===== config.mk =====
export PLATFORM = sky130hd
export DESIGN_NAME = mem_bus_arbiter_flat
export DESIGN_NICKNAME = d
export VERILOG_FILES = /design/src/rtl/mem_bus_arbiter_if.sv /design/src/rtl/mem_bus_arbiter.sv /design/src/flat_wrapper.sv
export SDC_FILE = /design/constraint.sdc
export NUM_CORES = 1
export LEC_CHECK = 0
export ABC_AREA = 1
export CORE_AREA = 2 2 105 107
export CTS_BUF_LIST = sky130_fd_sc_hd__clkbuf_16
export DETAILED_ROUTE_END_ITERATION = 10
export DIE_AREA = 0 0 107 109
export SLEW_MARGIN = 20
export SYNTH_ARGS = -nofsm -noshare
export SYNTH_HDL_FRONTEND = slang
export SYNTH_SLANG_ARGS = --single-unit

===== constraint.sdc =====
create_clock -name clk_i -period 4 [get_ports clk_i]
set_input_delay 0.6 -clock clk_i [delete_from_list [all_inputs] [get_ports clk_i]]
set_output_delay 0.6 -clock clk_i [all_outputs]
set_load 0.005 [all_outputs]

===== src/rtl/mem_bus_arbiter_if.sv =====
// Bus bundle between the instruction/data masters, the arbiter and the memory slave.
// Purpose: carries the flat core-side request/response signals and the merged slave bus.
// Modports: slave = the arbiter's view (it serves both masters and drives the slave bus);
//           master = the surrounding environment (core masters plus memory slave).
interface mem_bus_arbiter_if;
    // instruction master (read-only)
    logic [31:0] i_addr_i;
    logic        i_valid_i;
    logic        i_ready_o;
    logic [31:0] i_data_read_o;

    // data master
    logic [31:0] d_addr_i;
    logic        d_valid_i;
    logic [31:0] d_data_write_i;
    logic [3:0]  d_wstrb_i;
    logic        d_ready_o;
    logic [31:0] d_data_read_o;

    // merged slave bus
    logic [31:0] m_addr_o;
    logic        m_valid_o;
    logic [31:0] m_data_write_o;
    logic [3:0]  m_wstrb_o;
    logic        m_ready_i;
    logic [31:0] m_data_read_i;

    // watchdog error pulse
    logic        bus_err_o;

    modport slave (
        input  i_addr_i, i_valid_i,
        output i_ready_o, i_data_read_o,
        input  d_addr_i, d_valid_i, d_data_write_i, d_wstrb_i,
        output d_ready_o, d_data_read_o,
        output m_addr_o, m_valid_o, m_data_write_o, m_wstrb_o,
        input  m_ready_i, m_data_read_i,
        output bus_err_o
    );

    modport master (
        output i_addr_i, i_valid_i,
        input  i_ready_o, i_data_read_o,
        output d_addr_i, d_valid_i, d_data_write_i, d_wstrb_i,
        input  d_ready_o, d_data_read_o,
        input  m_addr_o, m_valid_o, m_data_write_o, m_wstrb_o,
        output m_ready_i, m_data_read_i,
        input  bus_err_o
    );
endinterface


===== src/rtl/mem_bus_arbiter.sv =====
// Two-master (instruction/data) to one-slave round-robin arbiter with a transfer watchdog.
// Latency: request sampled in IDLE -> slave valid next cycle; slave ready -> master ready same cycle.
// Backpressure: grant held until slave ready, master abort or watchdog timeout; losing master waits.
//
// Ports:
//   clk_i           clock, rising edge
//   rst_i           synchronous active-high reset
//   bus (slave)     instruction master, data master, merged slave bus and bus_err_o
//
// Parameters:
//   TIMEOUT_CYCLES  slave-valid cycles allowed before a forced completion (0 = watchdog off)
//   TIMEOUT_DATA    read data returned to the master on a forced completion
module mem_bus_arbiter #(
    parameter int unsigned TIMEOUT_CYCLES = 16,
    parameter logic [31:0] TIMEOUT_DATA   = 32'hDEAD_BEEF
) (
    input  logic              clk_i,
    input  logic              rst_i,
    mem_bus_arbiter_if.slave  bus
);

    // Counter must be able to hold TIMEOUT_CYCLES itself; keep at least one bit
    // so the disabled-watchdog build still has a legal vector.
    localparam int CNT_W = (TIMEOUT_CYCLES > 0) ? $clog2(TIMEOUT_CYCLES + 1) : 1;
    localparam logic [CNT_W-1:0] TIMEOUT_VAL = CNT_W'(TIMEOUT_CYCLES);
    localparam bit WATCHDOG_ON = (TIMEOUT_CYCLES != 0);

    typedef enum logic [1:0] {
        IDLE    = 2'd0,
        GRANT_I = 2'd1,
        GRANT_D = 2'd2
    } state_t;

    state_t           state;
    logic             last_d;     // 1: data master was granted most recently
    logic [CNT_W-1:0] wd_cnt;

    logic             gnt_i;
    logic             gnt_d;
    logic             gnt_valid;  // granted master still requesting
    logic             wd_hit;
    logic             timeout;
    logic             slv_valid;
    logic             slv_done;
    logic             xfer_end;

    // ------------------------------------------------------------------
    // Grant-phase qualifiers. All depend on registered state, so in IDLE
    // nothing from a master's valid reaches the slave bus.
    // ------------------------------------------------------------------
    always_comb begin
        gnt_i     = (state == GRANT_I);
        gnt_d     = (state == GRANT_D);
        gnt_valid = (gnt_i & bus.i_valid_i) | (gnt_d & bus.d_valid_i);
        wd_hit    = WATCHDOG_ON && (wd_cnt == TIMEOUT_VAL);
        // A master that has already dropped valid is an abort, not a timeout.
        timeout   = gnt_valid & wd_hit;
        slv_valid = gnt_valid & ~wd_hit;
        // Slave ready is only honoured while the request is actually presented,
        // which also makes a ready in the timeout cycle irrelevant.
        slv_done  = slv_valid & bus.m_ready_i;
        xfer_end  = slv_done | timeout | ~gnt_valid;
    end

    // ------------------------------------------------------------------
    // Slave-side request mux. The instruction master never writes, so its
    // grant forces write data and strobes to zero.
    // ------------------------------------------------------------------
    always_comb begin
        bus.m_valid_o      = slv_valid;
        bus.m_addr_o       = 32'd0;
        bus.m_data_write_o = 32'd0;
        bus.m_wstrb_o      = 4'd0;
        if (gnt_i) begin
            bus.m_addr_o = bus.i_addr_i;
        end else if (gnt_d) begin
            bus.m_addr_o       = bus.d_addr_i;
            bus.m_data_write_o = bus.d_data_write_i;
            bus.m_wstrb_o      = bus.d_wstrb_i;
        end
    end

    // ------------------------------------------------------------------
    // Master-side completion. Read data is only passed through in the
    // completing cycle; otherwise it is held at zero.
    // ------------------------------------------------------------------
    always_comb begin
        bus.i_ready_o     = 1'b0;
        bus.i_data_read_o = 32'd0;
        bus.d_ready_o     = 1'b0;
        bus.d_data_read_o = 32'd0;
        bus.bus_err_o     = timeout;
        if (gnt_i) begin
            if (timeout) begin
                bus.i_ready_o     = 1'b1;
                bus.i_data_read_o = TIMEOUT_DATA;
            end else if (slv_done) begin
                bus.i_ready_o     = 1'b1;
                bus.i_data_read_o = bus.m_data_read_i;
            end
        end else if (gnt_d) begin
            if (timeout) begin
                bus.d_ready_o     = 1'b1;
                bus.d_data_read_o = TIMEOUT_DATA;
            end else if (slv_done) begin
                bus.d_ready_o     = 1'b1;
                bus.d_data_read_o = bus.m_data_read_i;
            end
        end
    end

    // ------------------------------------------------------------------
    // Arbitration FSM, round-robin pointer and watchdog counter.
    // Every grant returns to IDLE, which gives the mandatory idle cycle
    // between transfers and lets the pointer alternate under contention.
    // ------------------------------------------------------------------
    always_ff @(posedge clk_i) begin
        if (rst_i) begin
            state  <= IDLE;
            last_d <= 1'b0;     // instruction counts as last, so data wins the first tie
            wd_cnt <= '0;
        end else begin
            case (state)
                IDLE: begin
                    if (bus.i_valid_i && (!bus.d_valid_i || last_d)) begin
                        state  <= GRANT_I;
                        last_d <= 1'b0;
                        wd_cnt <= '0;
                    end else if (bus.d_valid_i) begin
                        state  <= GRANT_D;
                        last_d <= 1'b1;
                        wd_cnt <= '0;
                    end
                end
                GRANT_I, GRANT_D: begin
                    if (xfer_end) begin
                        state <= IDLE;
                    end else if (!bus.m_ready_i) begin
                        wd_cnt <= wd_cnt + 1'b1;
                    end
                end
                default: begin
                    state <= IDLE;
                end
            endcase
        end
    end

endmodule


===== src/flat_wrapper.sv =====
// flat-port wrapper written by rule: the top's interface ports become plain ports
module mem_bus_arbiter_flat 
#(
    parameter int unsigned TIMEOUT_CYCLES = 16,
    parameter logic [31:0] TIMEOUT_DATA   = 32'hDEAD_BEEF
)
  (clk_i, rst_i, bus_i_addr_i, bus_i_valid_i, bus_i_ready_o, bus_i_data_read_o, bus_d_addr_i, bus_d_valid_i, bus_d_data_write_i, bus_d_wstrb_i, bus_d_ready_o, bus_d_data_read_o, bus_m_addr_o, bus_m_valid_o, bus_m_data_write_o, bus_m_wstrb_o, bus_m_ready_i, bus_m_data_read_i, bus_bus_err_o);
  mem_bus_arbiter_if bus_i ();
  input  logic clk_i;
  input  logic rst_i;
  input wire logic [$bits(bus_i.i_addr_i)-1:0] bus_i_addr_i;
  input wire logic [$bits(bus_i.i_valid_i)-1:0] bus_i_valid_i;
  output wire logic [$bits(bus_i.i_ready_o)-1:0] bus_i_ready_o;
  output wire logic [$bits(bus_i.i_data_read_o)-1:0] bus_i_data_read_o;
  input wire logic [$bits(bus_i.d_addr_i)-1:0] bus_d_addr_i;
  input wire logic [$bits(bus_i.d_valid_i)-1:0] bus_d_valid_i;
  input wire logic [$bits(bus_i.d_data_write_i)-1:0] bus_d_data_write_i;
  input wire logic [$bits(bus_i.d_wstrb_i)-1:0] bus_d_wstrb_i;
  output wire logic [$bits(bus_i.d_ready_o)-1:0] bus_d_ready_o;
  output wire logic [$bits(bus_i.d_data_read_o)-1:0] bus_d_data_read_o;
  output wire logic [$bits(bus_i.m_addr_o)-1:0] bus_m_addr_o;
  output wire logic [$bits(bus_i.m_valid_o)-1:0] bus_m_valid_o;
  output wire logic [$bits(bus_i.m_data_write_o)-1:0] bus_m_data_write_o;
  output wire logic [$bits(bus_i.m_wstrb_o)-1:0] bus_m_wstrb_o;
  input wire logic [$bits(bus_i.m_ready_i)-1:0] bus_m_ready_i;
  input wire logic [$bits(bus_i.m_data_read_i)-1:0] bus_m_data_read_i;
  output wire logic [$bits(bus_i.bus_err_o)-1:0] bus_bus_err_o;
  assign bus_i.i_addr_i = bus_i_addr_i;
  assign bus_i.i_valid_i = bus_i_valid_i;
  assign bus_i_ready_o = bus_i.i_ready_o;
  assign bus_i_data_read_o = bus_i.i_data_read_o;
  assign bus_i.d_addr_i = bus_d_addr_i;
  assign bus_i.d_valid_i = bus_d_valid_i;
  assign bus_i.d_data_write_i = bus_d_data_write_i;
  assign bus_i.d_wstrb_i = bus_d_wstrb_i;
  assign bus_d_ready_o = bus_i.d_ready_o;
  assign bus_d_data_read_o = bus_i.d_data_read_o;
  assign bus_m_addr_o = bus_i.m_addr_o;
  assign bus_m_valid_o = bus_i.m_valid_o;
  assign bus_m_data_write_o = bus_i.m_data_write_o;
  assign bus_m_wstrb_o = bus_i.m_wstrb_o;
  assign bus_i.m_ready_i = bus_m_ready_i;
  assign bus_i.m_data_read_i = bus_m_data_read_i;
  assign bus_bus_err_o = bus_i.bus_err_o;
  mem_bus_arbiter #(.TIMEOUT_CYCLES(TIMEOUT_CYCLES), .TIMEOUT_DATA(TIMEOUT_DATA)) u_core (.clk_i(clk_i), .rst_i(rst_i), .bus(bus_i));
endmodule

# == Word-level counts from Yosys, hierarchy flattened ==
# Cells that the tools add are included.
# totals
wordCells,58
regBits,8
# classes
n_eq_ne,7
bitwise_logic,10
reduce_logical,10
n_addsub,1
n_mux,27
# ops
cell,count
$mux 32,9
$mux 5,4
$pmux 5 s2,1
$mux 4,2
$mux 1,7
$mux 2,3
$add 5x1->5 const B,1
$and 1x1->1,5
$eq 5x5->1 const B,1
$ne 2x2->1 const B,2
$pmux 2 s2,1
$reduce_and 2->1,2
$reduce_and 4->1,1
$reduce_bool 2->1,2
$ne 3x2->1 const B,1
$or 1x1->1,3
$eq 2x1->1 const B,1
$eq 2x2->1 const B,1
$logic_not 2->1,1
$ne 2x1->1 const B,1
$not 1->1,2
$reduce_or 2->1,1
$logic_and 1x1->1,1
$logic_not 1->1,1
$logic_or 1x1->1,1

# == Logic depth before layout (Yosys ltp) ==
# depth
ltp_word,9
mapped_depth,11
depth_no_buf,10

# == Worst setup path after synthesis ==
# OpenSTA, ideal clock, no wires.
# synth_timing
path_type,input -> output
startpoint,input bus_m_ready_i
endpoint,output bus_d_data_read_o[18]
path_buffers,2
cell_stages,6
setup_slack_ns,1.960
arrival_ns,1.440
path_cell_list,buf_2 -> inv_1 -> a21oi_4 -> nand3_4 -> buf_4 -> a21oi_2
# synth_between
elab_chain_cells,5
# synth_rtl
element,line,text
from (decl),flat_wrapper.sv:25,input wire logic [$bits(bus_i.m_ready_i)-1:0] bus_m_ready_i;
$and 1x1->1,mem_bus_arbiter.sv:61,slv_done = slv_valid & bus.m_ready_i;
$mux 32,mem_bus_arbiter.sv:105,end else if (slv_done) begin
$mux 32,mem_bus_arbiter.sv:102,if (timeout) begin
$mux 32,mem_bus_arbiter.sv:101,end else if (gnt_d) begin
$mux 32,mem_bus_arbiter.sv:93,if (gnt_i) begin
to (decl),flat_wrapper.sv:20,output wire logic [$bits(bus_i.d_data_read_o)-1:0] bus_d_data_read_o;
# Every way passes these cells.

# == Final worst setup path ==
# layout_timing
startpoint,input bus_m_ready_i
endpoint,output bus_i_data_read_o[18]
# layout_between
elab_chain_cells,4
# layout_rtl
element,line,text
$and 1x1->1,mem_bus_arbiter.sv:61,
$mux 32,mem_bus_arbiter.sv:97,end else if (slv_done) begin
$mux 32,mem_bus_arbiter.sv:94,if (timeout) begin
$mux 32,mem_bus_arbiter.sv:93,
to (decl),flat_wrapper.sv:14,output wire logic [$bits(bus_i.i_data_read_o)-1:0] bus_i_data_read_o;
# Every way passes these cells.

==> flow_summary.ini <==
[cells_and_area]
area_growth_pct = 145
nNetsFinal = 772
stdcell_area_sq_mm = 0.00478
final_util_pct = 45.1
layout-drive-gt1-share_pct = 7.80
fillers = 1092
fin_cells = 768
antenna_cells = 0

[global_route]
antenna_found_initial = 0
track_usage_pct = 16.1
grt_pass1_vias = 3091
grt_max_degree = 70
overflow = 0
grt_pass1_wl_mm = 15.3

[placement]
hpwlAfterDp_mm = 8.45
dp_slack_ns = 0.531
dp.cells = 765
dpl_cell_area_sq_mm = 0.00471
gp_congestion = 0.766
portBuffers = 272

[clock_network]
insertion_delay_ns = 0.23
htreeDepth = 1
cts_resized = 0
cts.sinks = 8
cts_tree = yes
clk_pin_slew_worst_paths_ns = 0.03
cts_buffers = 3
ctsHoldBuffers = 0
cts_setup_buffers = 0
clockBufferDepth = 2
cts_root_buf = clkbuf_16

[power]
intPower_mw = 0.480
swShare_pct = 33.5
fin_total_pwr_mw = 0.721
power_frac_clock_pct = 23.4
p_seq_share_pct = 12.4
p_leak_nw = 1.96
powerDensity_mw_per_mm2 = 151
switching_power_mw = 0.241
p_comb_share_pct = 64.2
ir_worst_vdd_uv = 115

[die]
ios = 273
rows = 38
die-width_microns = 107
core_area_sq_mm = 0.0106
start_util_pct = 18.4
die_y_microns = 109
die_area_sq_mm = 0.0117

[critical_path]
required_ns = 3.40
crit_type = in -> out
crit_arrival_ns = 2.85
cp_max_fo = 25
startpoint_type = primary input
crit_path_end_kind = output pin

[synth]
synth_area_leaders = nand2_1 24%, a21oi_2 12%, nor2_1 11%, nand3_1 11%, dfxtp_1 8.2%
synth.most_common_cell = nand2_1
yosys_warnings = 0
synth_edf_count = 0
synth-async-reset-ratio_pct = 0
ys.flop_type = dfxtp_1
ys_seq_area_share_pct = 8.21
avgSynthCellArea_sq_um = 5.13
syn_area_sq_mm = 0.00195
synth_cells = 380
yosysTopAreaCellShare_pct = 23.7
synth_nets = 522
synthTopCellsByCount = 123 x nand2_1, 59 x nor2_1, 43 x nand3_1, 36 x inv_1, 28 x a21oi_1
yosysTopAreaCell = nand2_1
ys_types = 25
synth-seq-cells = 8

[timing]
timing.final.ws_setup_ns = 0.554
relSlewSlack_pct = 34.5
fmax_mhz = 290
hold_ws_ns = 0.454
finalSetupViolCount = 0
hold_viol_final = 0
fin_crit_sh_pct = 86.2
rsz0062_at_grt = no
slew_violations = 0
worstMarginPinSlew_ns = 0.981
fin_tns_setup_ns = 0
clock_skew_ns = 0.00168
layout_min_cycle_time_ns = 3.45

[min_path]
hold_path.class = reg -> reg

[detailed_routing]
wl_mm = 10.3
route.vias.total = 3362
drt_iter0_drc = 179
wl_per_cell_microns = 13.4
drc = 0
antenna_left = 0
dr.pass1.iters = 4
routed_via_density = 4.38

[flow_run]
maxCapViolations = 0

[status]
outcome = completed
## routing by layer
metal / track usage (%) / vias to the layer above / part of all wire, %
met5: 0 / - / 0
met4: 3.25 / 0 / 0.91
met3: 4.24 / 7 / 9.9
met2: 30.8 / 177 / 53
met1: 18.0 / 1498 / 36
li1: - / 1680 / -
## kinds of logic (layout without fill, tap and decap cells)
group,after synthesis,in the layout,synth area share (%)
fa+ha+maj,5,5,3.21
buf+inv,72,320,16.8
xor+xnor,1,1,0.449
compound gates,61,61,21.7
flops,8,8,8.21
simple gates,233,233,49.6
## flip-flops by register name, indices dropped and copies added, names as in the netlist
| name | count |
|---|---|
| u_core.wd_cnt | 5 |
| u_core.last_d | 1 |
| u_core.state | 2 |
## layout make-up
| cell class | count | area (sq um) | area share [%] |
|---|---|---|---|
| clock buffer | 3 | 75.1 | 1.57 |
| tap | 140 | 175 | 3.66 |
| timing repair buffer | 275 | 2750 | 57.4 |
| inverter | 42 | 158 | 3.30 |
| multi-input combinational | 300 | 1470 | 30.7 |
| sequential | 8 | 160 | 3.35 |
## cell usage in the layout, fill, tap and decap left out
| cell type | netlist | layout |
|---|---|---|
| a21oi_1 | 28 | 28 |
| o21ai_1 | 1 | 1 |
| inv_2 | 6 | 6 |
| xnor2_1 | 1 | 1 |
| a211oi_1 | 1 | 1 |
| a21oi_2 | 27 | 27 |
| ha_1 | 5 | 3 |
| nand3_4 | 1 | 1 |
| dfxtp_1 | 8 | 8 |
| nand3_1 | 43 | 43 |
| a21boi_1 | 1 | 1 |
| buf_4 | 4 | 3 |
| o21ai_0 | 2 | 2 |
| nor2_1 | 59 | 59 |
| a21oi_4 | 1 | 1 |
| clkbuf_16 | 0 | 3 |
| ha_2 | 0 | 2 |
| nand2_1 | 123 | 123 |
| nor2_4 | 1 | 1 |
| nand3_2 | 1 | 1 |
| nand2_2 | 4 | 4 |
| clkdlybuf4s50_1 | 0 | 272 |
| and2_1 | 1 | 1 |
| inv_1 | 36 | 36 |
## critical path, stage by stage
cell             delay (ns)
clkdlybuf4s50_1        0.74
inv_1                  0.14
a21oi_4                0.21
nand2_2                0.34
a21oi_1                0.26
clkdlybuf4s50_1        0.54
## power groups by stage
stage                     logic [mW]  registers [mW]  clock network (mW)
after floorplan                0.174          0.0894                   0
after global placement         0.461          0.0899                   0
after detailed placement       0.465          0.0904                   0
after CTS                      0.467          0.0892               0.172
after global routing           0.504          0.0895               0.175
final                          0.463          0.0893               0.169
## worst paths after layout
path                        start                    end  slack, ns  cells after the start
hold / removal      u_core.last_d          u_core.last_d       0.45                      2
hold reg to reg     u_core.last_d          u_core.last_d       0.45                      2
setup / recovery    bus_m_ready_i  bus_i_data_read_o[18]       0.55                      6
setup reg to reg  u_core.state[0]       u_core.wd_cnt[0]       2.41                      9
Power figures use the tool's default switching activity.
